`config.mk`:
```
export PLATFORM = sky130hd
export DESIGN_NAME = seg_scan_ctrl_flat
export DESIGN_NICKNAME = d
export VERILOG_FILES = /design/src/rtl/seg_scan_ctrl_if.sv /design/src/rtl/seg_scan_ctrl.sv /design/src/flat_wrapper.sv
export SDC_FILE = /design/constraint.sdc
export NUM_CORES = 1
export LEC_CHECK = 0
export CORE_MARGIN = 2
export CORE_UTILIZATION = 30
export DETAILED_ROUTE_END_ITERATION = 7
export PLACE_DENSITY_LB_ADDON = 0.1
export SETUP_SLACK_MARGIN = 0.1
export SLEW_MARGIN = 20
export SYNTH_ARGS = -nofsm -noshare
export SYNTH_HDL_FRONTEND = slang
export SYNTH_SLANG_ARGS = --single-unit
```
`constraint.sdc`:
```
create_clock -name clk -period 3.6 [get_ports clk]
set_clock_uncertainty 0.15 [all_clocks]
set_input_delay 0.36 -clock clk [delete_from_list [all_inputs] [get_ports clk]]
set_output_delay 0.36 -clock clk [all_outputs]
set_load 0.02 [all_outputs]
```
`src/rtl/seg_scan_ctrl_if.sv`:
```
// Load channel for the seven-segment scan controller.
// The producer presents a 16-bit hex value under a valid/ready handshake.
interface seg_scan_ctrl_if;
  logic [15:0] value;
  logic        load_valid;
  logic        load_ready;

  modport master (output value, output load_valid, input load_ready);
  modport slave  (input value, input load_valid, output load_ready);
endinterface

```
`src/rtl/seg_scan_ctrl.sv`:
```
// Time-multiplexed scan controller for a 4-digit common-anode seven-segment display.
// New values are double-buffered and swapped in only at a frame boundary.
module seg_scan_ctrl #(
  parameter int DIGIT_CYCLES = 12000,
  parameter int BLANK_CYCLES = 120
) (
  input  logic           clk,
  input  logic           rst,
  seg_scan_ctrl_if.slave load,
  input  logic [3:0]     blank_en,
  output logic [6:0]     seg,
  output logic [3:0]     comm,
  output logic           frame_done
);

  localparam int MAX_CYCLES = (DIGIT_CYCLES > BLANK_CYCLES) ? DIGIT_CYCLES : BLANK_CYCLES;
  localparam int CNT_W      = $clog2(MAX_CYCLES + 1);
  localparam logic [CNT_W-1:0] DRIVE_LAST = CNT_W'(DIGIT_CYCLES - 1);
  localparam logic [CNT_W-1:0] BLANK_LAST = CNT_W'((BLANK_CYCLES > 0) ? BLANK_CYCLES - 1 : 0);
  localparam bit HAS_BLANK = (BLANK_CYCLES > 0);

  typedef enum logic {ST_BLANK, ST_DRIVE} state_t;

  state_t           state_q, state_d;
  logic [1:0]       digit_q, digit_d;
  logic [CNT_W-1:0] cnt_q, cnt_d;
  logic [15:0]      shadow_q, shadow_d;
  logic [15:0]      pend_q, pend_d;
  logic             pend_full_q, pend_full_d;
  logic [6:0]       seg_q, seg_d;
  logic [3:0]       comm_q, comm_d;
  logic             frame_done_q, frame_done_d;
  logic             accept;
  logic             lit;
  logic [3:0]       nibble;

  function automatic logic [6:0] hex7(input logic [3:0] h);
    logic [6:0] s;
    case (h)
      4'h0: s = 7'b1000000;
      4'h1: s = 7'b1111001;
      4'h2: s = 7'b0100100;
      4'h3: s = 7'b0110000;
      4'h4: s = 7'b0011001;
      4'h5: s = 7'b0010010;
      4'h6: s = 7'b0000010;
      4'h7: s = 7'b1111000;
      4'h8: s = 7'b0000000;
      4'h9: s = 7'b0011000;
      4'hA: s = 7'b0001000;
      4'hB: s = 7'b0000011;
      4'hC: s = 7'b1000110;
      4'hD: s = 7'b0100001;
      4'hE: s = 7'b0000110;
      default: s = 7'b0001110;
    endcase
    return s;
  endfunction

  // Scan sequencing: BLANK and DRIVE alternate, with BLANK skipped entirely when no gap is configured.
  always_comb begin
    state_d = state_q;
    digit_d = digit_q;
    cnt_d   = cnt_q + 1'b1;
    case (state_q)
      ST_BLANK: begin
        if (!HAS_BLANK || cnt_q == BLANK_LAST) begin
          state_d = ST_DRIVE;
          cnt_d   = '0;
        end
      end
      ST_DRIVE: begin
        if (cnt_q == DRIVE_LAST) begin
          state_d = HAS_BLANK ? ST_BLANK : ST_DRIVE;
          digit_d = digit_q + 2'd1;
          cnt_d   = '0;
        end
      end
    endcase
  end

  // The pending buffer drains only on the FRAME_DONE cycle, so an accept can never collide with it.
  always_comb begin
    accept      = load.load_valid && !pend_full_q;
    pend_d      = accept ? load.value : pend_q;
    pend_full_d = pend_full_q;
    if (accept) begin
      pend_full_d = 1'b1;
    end else if (frame_done_q) begin
      pend_full_d = 1'b0;
    end
    shadow_d = (frame_done_q && pend_full_q) ? pend_q : shadow_q;
  end

  // Outputs are computed from the next state so the registered pins line up with the FSM.
  always_comb begin
    case (digit_d)
      2'd0:    nibble = shadow_d[3:0];
      2'd1:    nibble = shadow_d[7:4];
      2'd2:    nibble = shadow_d[11:8];
      default: nibble = shadow_d[15:12];
    endcase
    lit          = (state_d == ST_DRIVE) && !blank_en[digit_d];
    comm_d       = lit ? (4'b0001 << digit_d) : 4'b0000;
    seg_d        = lit ? hex7(nibble) : 7'h7F;
    frame_done_d = (state_d == ST_DRIVE) && (digit_d == 2'd3) && (cnt_d == DRIVE_LAST);
  end

  always_ff @(posedge clk) begin
    if (rst) begin
      state_q      <= ST_BLANK;
      digit_q      <= 2'd0;
      cnt_q        <= '0;
      shadow_q     <= 16'h0000;
      pend_q       <= 16'h0000;
      pend_full_q  <= 1'b0;
      seg_q        <= 7'h7F;
      comm_q       <= 4'b0000;
      frame_done_q <= 1'b0;
    end else begin
      state_q      <= state_d;
      digit_q      <= digit_d;
      cnt_q        <= cnt_d;
      shadow_q     <= shadow_d;
      pend_q       <= pend_d;
      pend_full_q  <= pend_full_d;
      seg_q        <= seg_d;
      comm_q       <= comm_d;
      frame_done_q <= frame_done_d;
    end
  end

  assign load.load_ready = !pend_full_q;
  assign seg             = seg_q;
  assign comm            = comm_q;
  assign frame_done      = frame_done_q;

endmodule

```
`src/flat_wrapper.sv`:
```
// flat-port wrapper written by rule: the top's interface ports become plain ports
module seg_scan_ctrl_flat 
#(
  parameter int DIGIT_CYCLES = 12000,
  parameter int BLANK_CYCLES = 120
)
  (clk, rst, blank_en, seg, comm, frame_done, load_value, load_load_valid, load_load_ready);
  seg_scan_ctrl_if load_i ();
  input  logic clk;
  input  logic rst;
  input  logic [3:0] blank_en;
  output logic [6:0] seg;
  output logic [3:0] comm;
  output logic frame_done;
  input wire logic [$bits(load_i.value)-1:0] load_value;
  input wire logic [$bits(load_i.load_valid)-1:0] load_load_valid;
  output wire logic [$bits(load_i.load_ready)-1:0] load_load_ready;
  assign load_i.value = load_value;
  assign load_i.load_valid = load_load_valid;
  assign load_load_ready = load_i.load_ready;
  seg_scan_ctrl #(.DIGIT_CYCLES(DIGIT_CYCLES), .BLANK_CYCLES(BLANK_CYCLES)) u_core (.clk(clk), .rst(rst), .load(load_i), .blank_en(blank_en), .seg(seg), .comm(comm), .frame_done(frame_done));
endmodule
```
Word level (Yosys, flattened, before mapping). Memories as Yosys holds them, arrays and structs flattened. A register that Yosys moved wholly into a read port is not among the register bits. Index checks and enable logic that the tools add are counted.

Bits of input ports: 23. Logic and storage cells: 45. Bits in registers: 55. Memories kept: 1. Output and inout port bits: 13. ROM bits: 112.

Memory list: (name not given) (words 16, bits a word 7, rd ports 1, clocked after memory_dff 1, write ports 0, RTL line seg_scan_ctrl.sv:39) `case (h)`.

Muxes and demuxes: 14. Add/sub/neg operators: 2. Equal/unequal tests: 6. Magnitude comparators: 1. Reduce and logical (&&, ||, !) cells: 10. Shift operators: 1. Bitwise gates (word level): 2.

Operator list (number): 14-bit == test (second input constant) (2); 14-bit 2-to-1 mux (2); 14-bit one-hot mux with 2 select lines (1); 16-bit 2-to-1 mux (1); 14-bit by 1-bit adder with 14-bit output (second input constant) (1); 14-bit by 7-bit == test with 1-bit output (second input constant) (1); 4-bit one-hot mux with 3 select lines (1); 1-bit logical AND (5); 1-bit 2-to-1 mux (5); 2-bit == test (second input constant) (2); 2-bit 2-to-1 mux (2); 1-bit by 2-bit left shift with 4-bit output (first input constant) (1); 2-bit by 3-bit less-than comparator with 1-bit output (second input constant) (1); 2-bit by 1-bit adder with 2-bit output (second input constant) (1); 1-bit binary-select mux with 2-bit select (1); 2-bit by 1-bit == test with 1-bit output (second input constant) (1); 1-bit zero test (2); 2-bit zero test (1); 1-bit inverter (2); 1-bit one-hot mux with 2 select lines (1); 2-bit nonzero test (1); 2-bit OR reduction (1).

Depth between registers and ports, before layout. Gate-level depths: netlist of the first run.

Word-level depth: 9. Mapped depth: 12. Mapped depth without buffers: 11.

Worst setup path before layout of the first run. OpenSTA, ideal clock, no wires.

Path kind: register -> register. Start: reg u_core.cnt_q[0]. End: reg u_core.seg_q[3], in the netlist u_core.seg[3]. Setup time: 0.116 ns. Arrival time: 3.003 ns. Period minus slack after synthesis: 3.269 ns. Required time: 3.334 ns. Path buffers: 1. Slack: 0.331 ns. Stages on the path, launching flop included: 10. Path through: dfxtp_1 ha_1 nand4_1 nor4_4 buf_6 mux4_1 mux2i_1 ha_1 or3_1 a41o_1.

Cells in the longest elaborated chain, start to end: 9. Elaborated cells on any way between the ends: 17. Those cells by class: 4 x eq/ne; 8 x mux; 1 x bitwise; 4 x reduce/logical.

Ends and longest elaborated chain: from (decl) (RTL line seg_scan_ctrl.sv:26) `logic [CNT_W-1:0] cnt_q, cnt_d;`; from (signal assigned) (RTL line seg_scan_ctrl.sv:123) `cnt_q <= cnt_d;`; 14-bit == test (RTL line seg_scan_ctrl.sv:73) `if (cnt_q == DRIVE_LAST) begin`; 2-bit 2-to-1 mux (RTL line seg_scan_ctrl.sv:73); 2-bit 2-to-1 mux (RTL line seg_scan_ctrl.sv:65) `case (state_q)`; 1-bit binary-select mux with 2-bit select (RTL line seg_scan_ctrl.sv:103) `lit = (state_d == ST_DRIVE) && !blank_en[digit_d];`; 1-bit 2-to-1 mux (not written as such) (RTL line seg_scan_ctrl.sv:103); 1-bit zero test (RTL line seg_scan_ctrl.sv:103); 1-bit logical AND (RTL line seg_scan_ctrl.sv:103); 1-bit inverter (no source line); 2-bit OR reduction (no source line); to (decl) (RTL line seg_scan_ctrl.sv:30) `logic [6:0] seg_q, seg_d;`.

Several ways; a longest one is shown, not always the timed one. The select of a mux whose other input is x is not followed. A chain may end at the register's enable or synchronous reset.

Worst setup path after layout of the first run. Ends and elaborated chain as after synthesis.

==> metrics.cfg, run 1 <==
[worst_setup_path]
path_max_fanout = 6
critical_path.startpoint_type = flop
arrival_ns = 3.35
reg2reg_from = u_core.cnt_q[0]
end_kind = flop
critical_path_class = flop to flop
worst_setup_path_startpoint = u_core.cnt_q[0]
cp_data_required_time_ns = 3.69

[place]
placed_cells = 492
hpwl_um = 4850
gpl.final_weighted_congestion = 0.799
place.port_buffers = 35

[yosys]
synth_cell_type_count = 44
ys_async_sr_fraction_pct = 0
synth_area_per_cell_um2 = 8.96
post_synth_inst_count = 331
synth.net_count = 361
synth_sequential_area_ratio_pct = 41.8
synth_edf_count = 0
total_standard_cell_area_after_synthesis_um2 = 2970
ys.warnings.count = 0
synth.ff_latch_count = 62
synthFlopType = dfxtp_1

[detailed_routing]
average_wire_per_standard_cell_um = 13.1
drt_pass1_iterations = 4
drc = 0
drt.antenna.violating_nets = 0
drt_iter0_drc = 62
via_count = 2439
finalWirelength_um = 6690
vias_per_cell = 4.79

[cts]
clk_pin_slew_worst_paths_ns = 0.08
cts_tree = done
cts_root_buffer = clkbuf_8
clk-insertion-delay-late_ns = 0.34
cts_made_buffers = 9
cts.path.max_buffers = 2
clkSinkCount = 62
cts_max_level = 3
ctsHoldBuffers = 0

[pwr]
internal_power_mw = 1.13
power.leakage_nw = 1.43
power.share.clock_pct = 46.7
seq_power_share_pct = 48.4
pwr_density_cell_nw_per_um2 = 395
p_sw_uw = 336
sw_frac_of_total_pct = 22.9
vdd_ir_drop_max_v = 0.000211
combinationalPowerShare_pct = 4.9

[finish]
finalNetCount = 401
mostFrequentLayoutCell = dfxtp_1
non_filler_instance_count_after_layout = 509
post_route_cells_drive_above_1_share_pct = 9.84
antenna_cells_inserted = 0
most-common-layout-cells = dfxtp_1 (61), nand2_1 (52), nor2_1 (40), mux2i_1 (35), clkdlybuf4s50_1 (35)
syn_to_final_growth_pct = 25.0

[global_route]
globalRouteOverflowTotal = 0
global_route_wire_length_before_repair_um = 11200
via_count_of_the_first_global_routing_pass = 2277
antenna_found_initial = 0
grt_max_degree = 38
grtUsageTotal_pct = 13.7

[sta]
hold_violations = 0
timing.slew.headroom_pct = 56.6
drv_slew = 0
min_period_ns = 3.26
setup_tns_ns = 0
max_freq_mhz = 307
grt_setup_unrepaired = no
setup-violations-final = 0
transition_time_at_the_pin_with_the_least_slew_margin_ns = 0.651
post-route-period-util_pct = 90.6

[floorplanning]
core_area_um2 = 9680
die_area_um2 = 10700
initial_utilization_pct = 30.6
die_x_um = 103
number_of_core_rows = 36
die_height_um = 103
num_io_pins = 36

[hold_path]
min_from = u_core.pend_q[6]
hold_path.class = flop to flop

[status]
result_of_the_run = complete, no violations

[flow_run]
drv.max_cap_violation_count = 0

area by class of cell:
class                           instances  area [µm²]
Clock buffer                            9         124
Clock inverter                          7        98.8
Fill cell                            1011        5980
Inverter                                9        33.8
Multi-Input combinational cell        242        1600
Sequential cell                        62        1240
Tap cell                              133         166
Timing Repair Buffer                   47         440
critical path, stage by stage (launching register included):
cell	delay [ns]
dfxtp_1	0.37
ha_1	0.25
nand4_1	0.19
nor4_4	0.20
buf_4	0.17
mux4_1	0.53
mux2i_1	0.30
ha_1	0.35
or3_1	0.42
a41o_1	0.22
kinds of logic (layout without fill, tap and decap cells):
family	count (synthesis)	after routing	share of synthesized area [%]
XOR/XNOR	14	14	4.13
flip-flops	62	62	41.8
adder cells (fa/ha/maj)	7	7	2.95
buffers and inverters	27	72	4.18
AO/OA/AOI/OAI	35	35	7.21
multiplexers	38	38	14.0
AND/OR/NAND/NOR	148	148	25.7
per-layer routing:
layer / up-vias / wire, µm / track usage [%]
met5: - / 0 / 0
met4: 0 / 119 / 6.07
met3: 9 / 330 / 3.23
met2: 57 / 2790 / 20.0
met1: 1136 / 3450 / 19.2
li1: 1237 / - / -
registers in the layout (all words and copies together), names as in the netlist:
| register | cells |
|---|---|
| u_core.digit_q | 2 |
| u_core.pend_full_q | 1 |
| u_core.state_q | 1 |
| u_core.comm | 4 |
| u_core.shadow_q | 16 |
| u_core.cnt_q | 14 |
| u_core.frame_done | 1 |
| u_core.pend_q | 16 |
| u_core.seg | 7 |
final timing paths:
kind | endpoint | slack (ns) | depth (start not counted)
hold / removal | u_core.pend_q[6] | 0.31 | 2
setup / recovery | u_core.seg[3] | 0.34 | 9
setup reg to reg | u_core.seg[3] | 0.34 | 9
hold reg to reg | u_core.pend_q[6] | 0.31 | 2
repair_timing:
| action | CTS | global route |
|---|---|---|
| setup endpoints to repair | 0 | 1 |
| resized for setup | 0 | 1 |
| buffers inserted | 0 | 1 |
power groups by stage:
stage,clock [mW],sequential [mW],combinational [mW]
6_report,0.684,0.709,0.0714
5_1_grt,0.740,0.711,0.0799
4_1_cts,0.706,0.709,0.0732
3_5_place_dp,0,0.725,0.0727
3_3_place_gp,0,0.725,0.0721
2_1_floorplan,0,0.722,0.0366
metrics by stage:
step	util [%]	hold WS [ns]	area (µm²)	worst slack, ns	total power, mW
floorplan	-	0.277	2970	0.331	0.759
CTS	38.2	0.308	3700	0.197	1.49
detailed placement	35.9	0.298	3480	0.208	0.798
finish	38.3	0.307	3710	0.340	1.46
global route	38.3	0.328	3710	0.119	1.53
global placement	35.9	0.292	3480	0.316	0.797
synth_stat cells (5+ instances only):
master,n,area [µm²]
a21oi_1,22,110
nand2_1,52,195
xor2_1,5,43.8
ha_1,7,87.6
nand3_1,9,45.0
clkbuf_1,11,41.3
nand4_1,6,37.5
nor3_1,7,35.0
mux2i_1,35,350
dfxtp_1,62,1240
inv_1,9,33.8
nor2_1,40,150
xnor2_1,9,78.8
(Power assumes the default switching activity.)
==> run 2, diff against run 1 <==
Settings changed: ABC_AREA from default to 1, CTS_BUF_LIST from default to sky130_fd_sc_hd__clkbuf_16.
==> metrics.cfg, run 2 <==
[status]
result_of_the_run = complete, no violations

[yosys]
synth.cells.most_frequent = nor2_1 (86), nand2_1 (69), dfxtp_1 (62)
ys.warnings.count = 0  ; unchanged
synth_edf_count = 0  ; unchanged
synth_cell_type_count = 37  ; -16%
post_synth_inst_count = 404  ; +22%
synth_largest_area_cell = dfxtp_1
synth_sequential_area_ratio_pct = 40.4  ; -1.4 points
synth_area_per_cell_um2 = 7.60  ; -15%
total_standard_cell_area_after_synthesis_um2 = 3070  ; +3.5%
synthFlopType = dfxtp_1
portion_of_synthesized_cell_area_occupied_by_the_leading_cell_type_pct = 40.4  ; -1.4 points
synth.ff_latch_count = 62  ; unchanged
synth_area_leaders = dfxtp_1 (40%), nor2_1 (11%), nand2_1 (8.4%)
ys_async_sr_fraction_pct = 0  ; unchanged
synth.net_count = 434  ; +20%
yosys.cell_count.top_type = nor2_1

[place]
place.port_buffers = 35  ; unchanged
hpwl_um = 5330  ; +9.9%
gpl.final_weighted_congestion = 0.802  ; +0.40%

[cts]
cts.path.max_buffers = 2  ; unchanged
clk-insertion-delay-late_ns = 0.32  ; -0.02 ns
clk_pin_slew_worst_paths_ns = 0.06  ; -0.02 ns
cts_made_buffers = 9  ; unchanged
clkSinkCount = 62  ; unchanged
cts_tree = done
post-cts-setup-buffer-count = 0  ; unchanged
cts_max_level = 3  ; unchanged
cts_root_buffer = clkbuf_16
ctsHoldBuffers = 0  ; unchanged
cts_resized = 0  ; unchanged

[floorplanning]
num_io_pins = 36  ; unchanged
number_of_core_rows = 36  ; unchanged
initial_utilization_pct = 31.1  ; +0.49 points
die_height_um = 105  ; +1.7%
die_x_um = 105  ; +1.7%
core_area_um2 = 9860  ; +1.9%
die_area_um2 = 11100  ; +3.4%

[finish]
post_route_cells_drive_above_1_share_pct = 12.9  ; +3.1 points
fillers = 1018  ; +0.69%
mostFrequentLayoutCell = nor2_1
antenna_cells_inserted = 0  ; unchanged
syn_to_final_growth_pct = 25.8
most-common-layout-cells = nor2_1 (86), nand2_1 (69), dfxtp_1 (62), clkdlybuf4s50_1 (35), inv_1 (31)
multiInputGateArea_um2 = 1650  ; +3.0%
finalNetCount = 474  ; +18%
postLayoutCoreUtil_pct = 39.2  ; +0.89 points
reg.largest.list = u_core.pend_q x16, u_core.shadow_q x16, u_core.cnt_q x14
sequential_cell_area_um2 = 1240  ; -0.10%

[sta]
post-route-period-util_pct = 76.9  ; -14 points
setup_tns_ns = 0  ; unchanged
drv_slew = 0  ; unchanged
max_freq_mhz = 361  ; +18%
transition_time_at_the_pin_with_the_least_slew_margin_ns = 0.470  ; -0.181 ns
grt_setup_unrepaired = no
min_period_ns = 2.77  ; -0.493 ns
setup-violations-final = 0  ; unchanged
hold_violations = 0  ; unchanged
timing.slew.headroom_pct = 68.6  ; +12 points

[global_route]
grt_max_degree = 28  ; -26%
antenna_found_initial = 0  ; unchanged
global_route_wire_length_before_repair_um = 11900  ; +6.5%
grtUsageTotal_pct = 13.5  ; -0.21 points
via_count_of_the_first_global_routing_pass = 2470  ; +8.5%
globalRouteOverflowTotal = 0  ; unchanged

[worst_setup_path]
path_max_fanout = 7  ; +1
cp_data_required_time_ns = 3.67  ; -0.02 ns
arrival_ns = 2.84  ; -0.51 ns
reg2reg_from = u_core.cnt_q[0]
critical_path.startpoint_type = flop
worst_setup_path_startpoint = u_core.cnt_q[0]
critical_path.reg2reg.endpoint = u_core.seg[1]
r2r.worst_path.cells = 16  ; +7
end_kind = flop
critical_path_class = flop to flop
reg2reg_setup_slack_ns = 0.83  ; +0.49 ns

[hold_path]
hold_path.class = flop to flop
hold-path-endpoint = u_core.cnt_q[0]
min_from = u_core.cnt_q[0]
min_path_cells = 1  ; -1

[detailed_routing]
average_wire_per_standard_cell_um = 12.0  ; -8.7%
via_count = 2590  ; +6.2%
vias_per_cell = 4.45  ; -7.1%
drc = 0  ; unchanged
drt.antenna.violating_nets = 0  ; unchanged
drt_iter0_drc = 82  ; +32%
drt_pass1_iterations = 4  ; unchanged
finalWirelength_um = 6990  ; +4.4%

[pwr]
power.leakage_nw = 1.68  ; +18%
pwr_density_cell_nw_per_um2 = 427  ; +8.1%
vdd_ir_drop_max_v = 0.000211  ; about the same

[flow_run]
drv.max_cap_violation_count = 0  ; unchanged

run 2: changes by cell type in the layout (fill, tap and decap cells not counted), moves of 16 or more:
cell / before / now
mux2i_1: 35 / 8
nand2_1: 52 / 69
nor2_1: 40 / 86
o21ai_0: 1 / 24
inv_1: 9 / 31
nand3_1: 9 / 25
run 2: metrics by stage:
stage | area, µm² | std cells | power [mW] | hold slack [ns] | setup WS (ns)
2_1_floorplan | 3070 | 404 | 0.766 | 0.276 | 1.14
3_3_place_gp | 3560 | 566 | 0.806 | 0.289 | 0.905
3_5_place_dp | 3560 | 566 | 0.805 | 0.312 | 0.834
4_1_cts | 3860 | 582 | 1.67 | 0.320 | 0.813
5_1_grt | 3860 | 582 | 1.71 | 0.328 | 0.512
6_report | 3860 | 582 | 1.65 | 0.313 | 0.833
run 2: worst max-delay path by stage:
stage                    endpoint  cells after the start
floorplan           u_core.seg[3]                     15
global placement    u_core.seg[0]                     15
CTS                 u_core.seg[3]                     15
finish              u_core.seg[1]                     16
global route        u_core.seg[1]                     16
detailed placement  u_core.seg[3]                     15
run 2: layer usage:
layer  GRT usage [%]  wire [µm]  vias up
li1                -          -     1401
met1            18.9       3710     1136
met2            20.0       2940       51
met3            3.49        296        2
met4            4.57         43        0
met5               0          0        -
run 2: report_power, final:
group / internal (mW) / switching (mW) / total (mW)
Sequential: 0.704 / 0.0122 / 0.716
Clock: 0.537 / 0.322 / 0.860
Combinational: 0.0374 / 0.0361 / 0.0735
run 2: worst max-delay path, cell delays in order (launching register included):
cell and delay (ns):
dfxtp_1 0.35, ha_1 0.30, nand3_4 0.17, nor2_1 0.25
nand3_1 0.11, nand2_1 0.08, nand2_2 0.11, nand3_1 0.12
nand2_1 0.06, o21ai_2 0.27, inv_1 0.10, ha_1 0.30
inv_1 0.05, nand2_1 0.06, nor2_1 0.05, nor2_1 0.08
nand2_1 0.06
run 2: layout make-up:
class                   count  area share [%]
inverters                  37            3.66
clock inverters             7            1.94
multi-input cells         297            42.7
repair buffers             37            9.46
well taps                 133            4.31
clock buffers               9            5.83
flip-flops and latches     62            32.1
run 2: cells by family (layout without fill, tap and decap cells):
family	Yosys count	in the layout	share of synthesized area, %
multiplexers	8	8	2.61
AND/OR/NAND/NOR	236	236	39.2
XOR/XNOR	5	5	1.43
adder cells (fa/ha/maj)	7	7	2.85
AO/OA/AOI/OAI	41	41	7.58
buffers and inverters	45	90	5.87
flip-flops	62	62	40.4
==> run 3, diff against run 2 <==
Clock period 3.6 ns to 2.6 ns, I/O delays scaled along.
==> metrics.cfg, run 3 (same netlist as run 2, synthesis figures left out) <==
[finish]
antenna_cells_inserted = 0  ; unchanged
post_route_cells_drive_above_1_share_pct = 19.7  ; +6.7 points
postLayoutCoreUtil_pct = 41.6  ; +2.4 points
most-common-layout-cells = nor2_1 (84), nand2_1 (68), dfxtp_1 (56), clkdlybuf4s50_1 (35), inv_1 (30)
syn_to_final_growth_pct = 33.6
mostFrequentLayoutCell = nor2_1
reg.largest.list = u_core.pend_q x16, u_core.shadow_q x16, u_core.cnt_q x14
finalNetCount = 493  ; +4.0%

[pwr]
p_sw_uw = 524  ; +41%
pwr_density_cell_nw_per_um2 = 584  ; +37%
combinationalPowerShare_pct = 4.5  ; about the same
power.share.clock_pct = 54.1  ; +2.0 points
vdd_ir_drop_max_v = 0.000318  ; +51%
power.leakage_nw = 1.79  ; +6.3%
power.total_mw = 2.40  ; +45%
sw_frac_of_total_pct = 21.9  ; -0.60 points
internal_power_mw = 1.87  ; +46%
seq_power_share_pct = 41.4  ; -2.0 points

[sta]
max_freq_mhz = 428  ; +19%
timing.slew.headroom_pct = 67.8  ; -0.82 points
finalHoldWorstSlack_ns = 0.297  ; -0.0168 ns
setup-violations-final = 0  ; unchanged
transition_time_at_the_pin_with_the_least_slew_margin_ns = 0.482  ; +0.0123 ns
setup_tns_ns = 0  ; unchanged
hold_violations = 0  ; unchanged
min_period_ns = 2.34  ; -0.432 ns
grt_setup_unrepaired = no
drv_slew = 0  ; unchanged
post-route-period-util_pct = 89.8  ; +13 points

[cts]
clk_pin_slew_worst_paths_ns = 0.06  ; about the same
cts_made_buffers = 9  ; unchanged
clkSinkCount = 62  ; unchanged
cts_max_level = 3  ; unchanged
cts_root_buffer = clkbuf_16
cts_tree = done
cts.path.max_buffers = 2  ; unchanged
clk-insertion-delay-late_ns = 0.32  ; about the same

[floorplanning]
core_area_um2 = 9860  ; unchanged
die_area_um2 = 11100  ; unchanged
num_io_pins = 36  ; unchanged
initial_utilization_pct = 31.1  ; unchanged
die_x_um = 105  ; unchanged
die_height_um = 105  ; unchanged
number_of_core_rows = 36  ; unchanged

[detailed_routing]
vias_per_cell = 4.44  ; -0.17%
drc = 0  ; unchanged
finalWirelength_um = 7340  ; +5.1%
drt.antenna.violating_nets = 0  ; unchanged
drt_iter0_drc = 87  ; +6.1%
via_count = 2670  ; +3.1%
average_wire_per_standard_cell_um = 12.2  ; +1.8%
drt_pass1_iterations = 4  ; unchanged

[global_route]
globalRouteOverflowTotal = 0  ; unchanged
grt_max_degree = 27  ; -3.6%
antenna_found_initial = 0  ; unchanged
grtUsageTotal_pct = 13.8  ; +0.28 points
global_route_wire_length_before_repair_um = 11900  ; about the same
via_count_of_the_first_global_routing_pass = 2411  ; -2.4%

[flow_run]
drv.max_cap_violation_count = 0  ; unchanged

[place]
gpl.final_weighted_congestion = 0.857  ; +6.9%
place.port_buffers = 35  ; unchanged
hpwl_um = 5470  ; +2.6%

[worst_setup_path]
path_max_fanout = 5  ; -2
end_kind = flop
critical_path_class = flop to flop
cp_data_required_time_ns = 2.67  ; -1.00 ns
arrival_ns = 2.40  ; -0.44 ns
critical_path.startpoint_type = flop

[hold_path]
hold_path.class = flop to flop

[status]
result_of_the_run = complete, no violations

[run 3: changes by cell type in the layout (fill, tap and decap cells not counted), moves of 3 or more]
cell	delta
buf_4	+19
dfxtp_1	-6
dfxtp_2	+5
clkinv_4	-3
ha_1	-3
[run 3: area by class of cell]
type / count / area (µm²)
clock buffers: 9 / 225
fillers: 996 / 5760
clock inverters: 7 / 97.6
multi-input cells: 297 / 1710
inverters: 37 / 141
repair buffers: 56 / 508
well taps: 133 / 166
flip-flops and latches: 62 / 1250
[run 3: worst max-delay path, cell delays in order (launching register included)]
cell     delay, ns
dfxtp_4       0.36
ha_4          0.15
nand3_4       0.13
nor2_8        0.15
nand3_4       0.09
nand2_4       0.12
buf_4         0.13
nand2_2       0.08
nor2_1        0.18
nor2_4        0.07
buf_4         0.14
ha_1          0.17
nand3_1       0.11
nand2_1       0.06
nand2_1       0.06
nand3_1       0.07
[run 3: through the flow]
step / instance area [µm²] / worst slack [ns] / cells
finish: 4100 / 0.265 / 601
global route: 4100 / 0.0952 / 601
CTS: 3980 / 0.110 / 595
detailed placement: 3660 / 0.119 / 579
global placement: 3660 / 0.139 / 579
floorplan: 3070 / 0.141 / 404
[run 3: metal layers]
layer  vias up  GRT usage [%]  wire length [µm]
met5         -              0                 0
met4         0           6.00                98
met3         7           3.56               313
met2        62           20.0              3050
met1      1176           19.2              3890
li1       1425              -                 -
[run 3: power by group through the flow]
stage	Sequential (mW)	Combinational, mW	Clock (mW)
final	0.993	0.107	1.30
after detailed placement	1.01	0.107	0
after global routing	0.995	0.121	1.37
after floorplan	1.01	0.0541	0
after CTS	0.992	0.107	1.33
after global placement	1.01	0.106	0
[run 3: repair_timing]
action,in CTS,in global routing
gates resized for setup,0,20
hold buffers,0,0
setup buffers,0,6
setup endpoints to repair,0,6
[run 3: path summary, 6_finish.rpt]
path,start,to,slack (ns),cells after the start
worst min register to register,u_core.cnt_q[0],u_core.cnt_q[0],0.30,1
worst max-delay path,u_core.cnt_q[0],u_core.seg[0],0.26,15
worst min-delay path,u_core.cnt_q[0],u_core.cnt_q[0],0.30,1
worst max register to register,u_core.cnt_q[0],u_core.seg[0],0.26,15
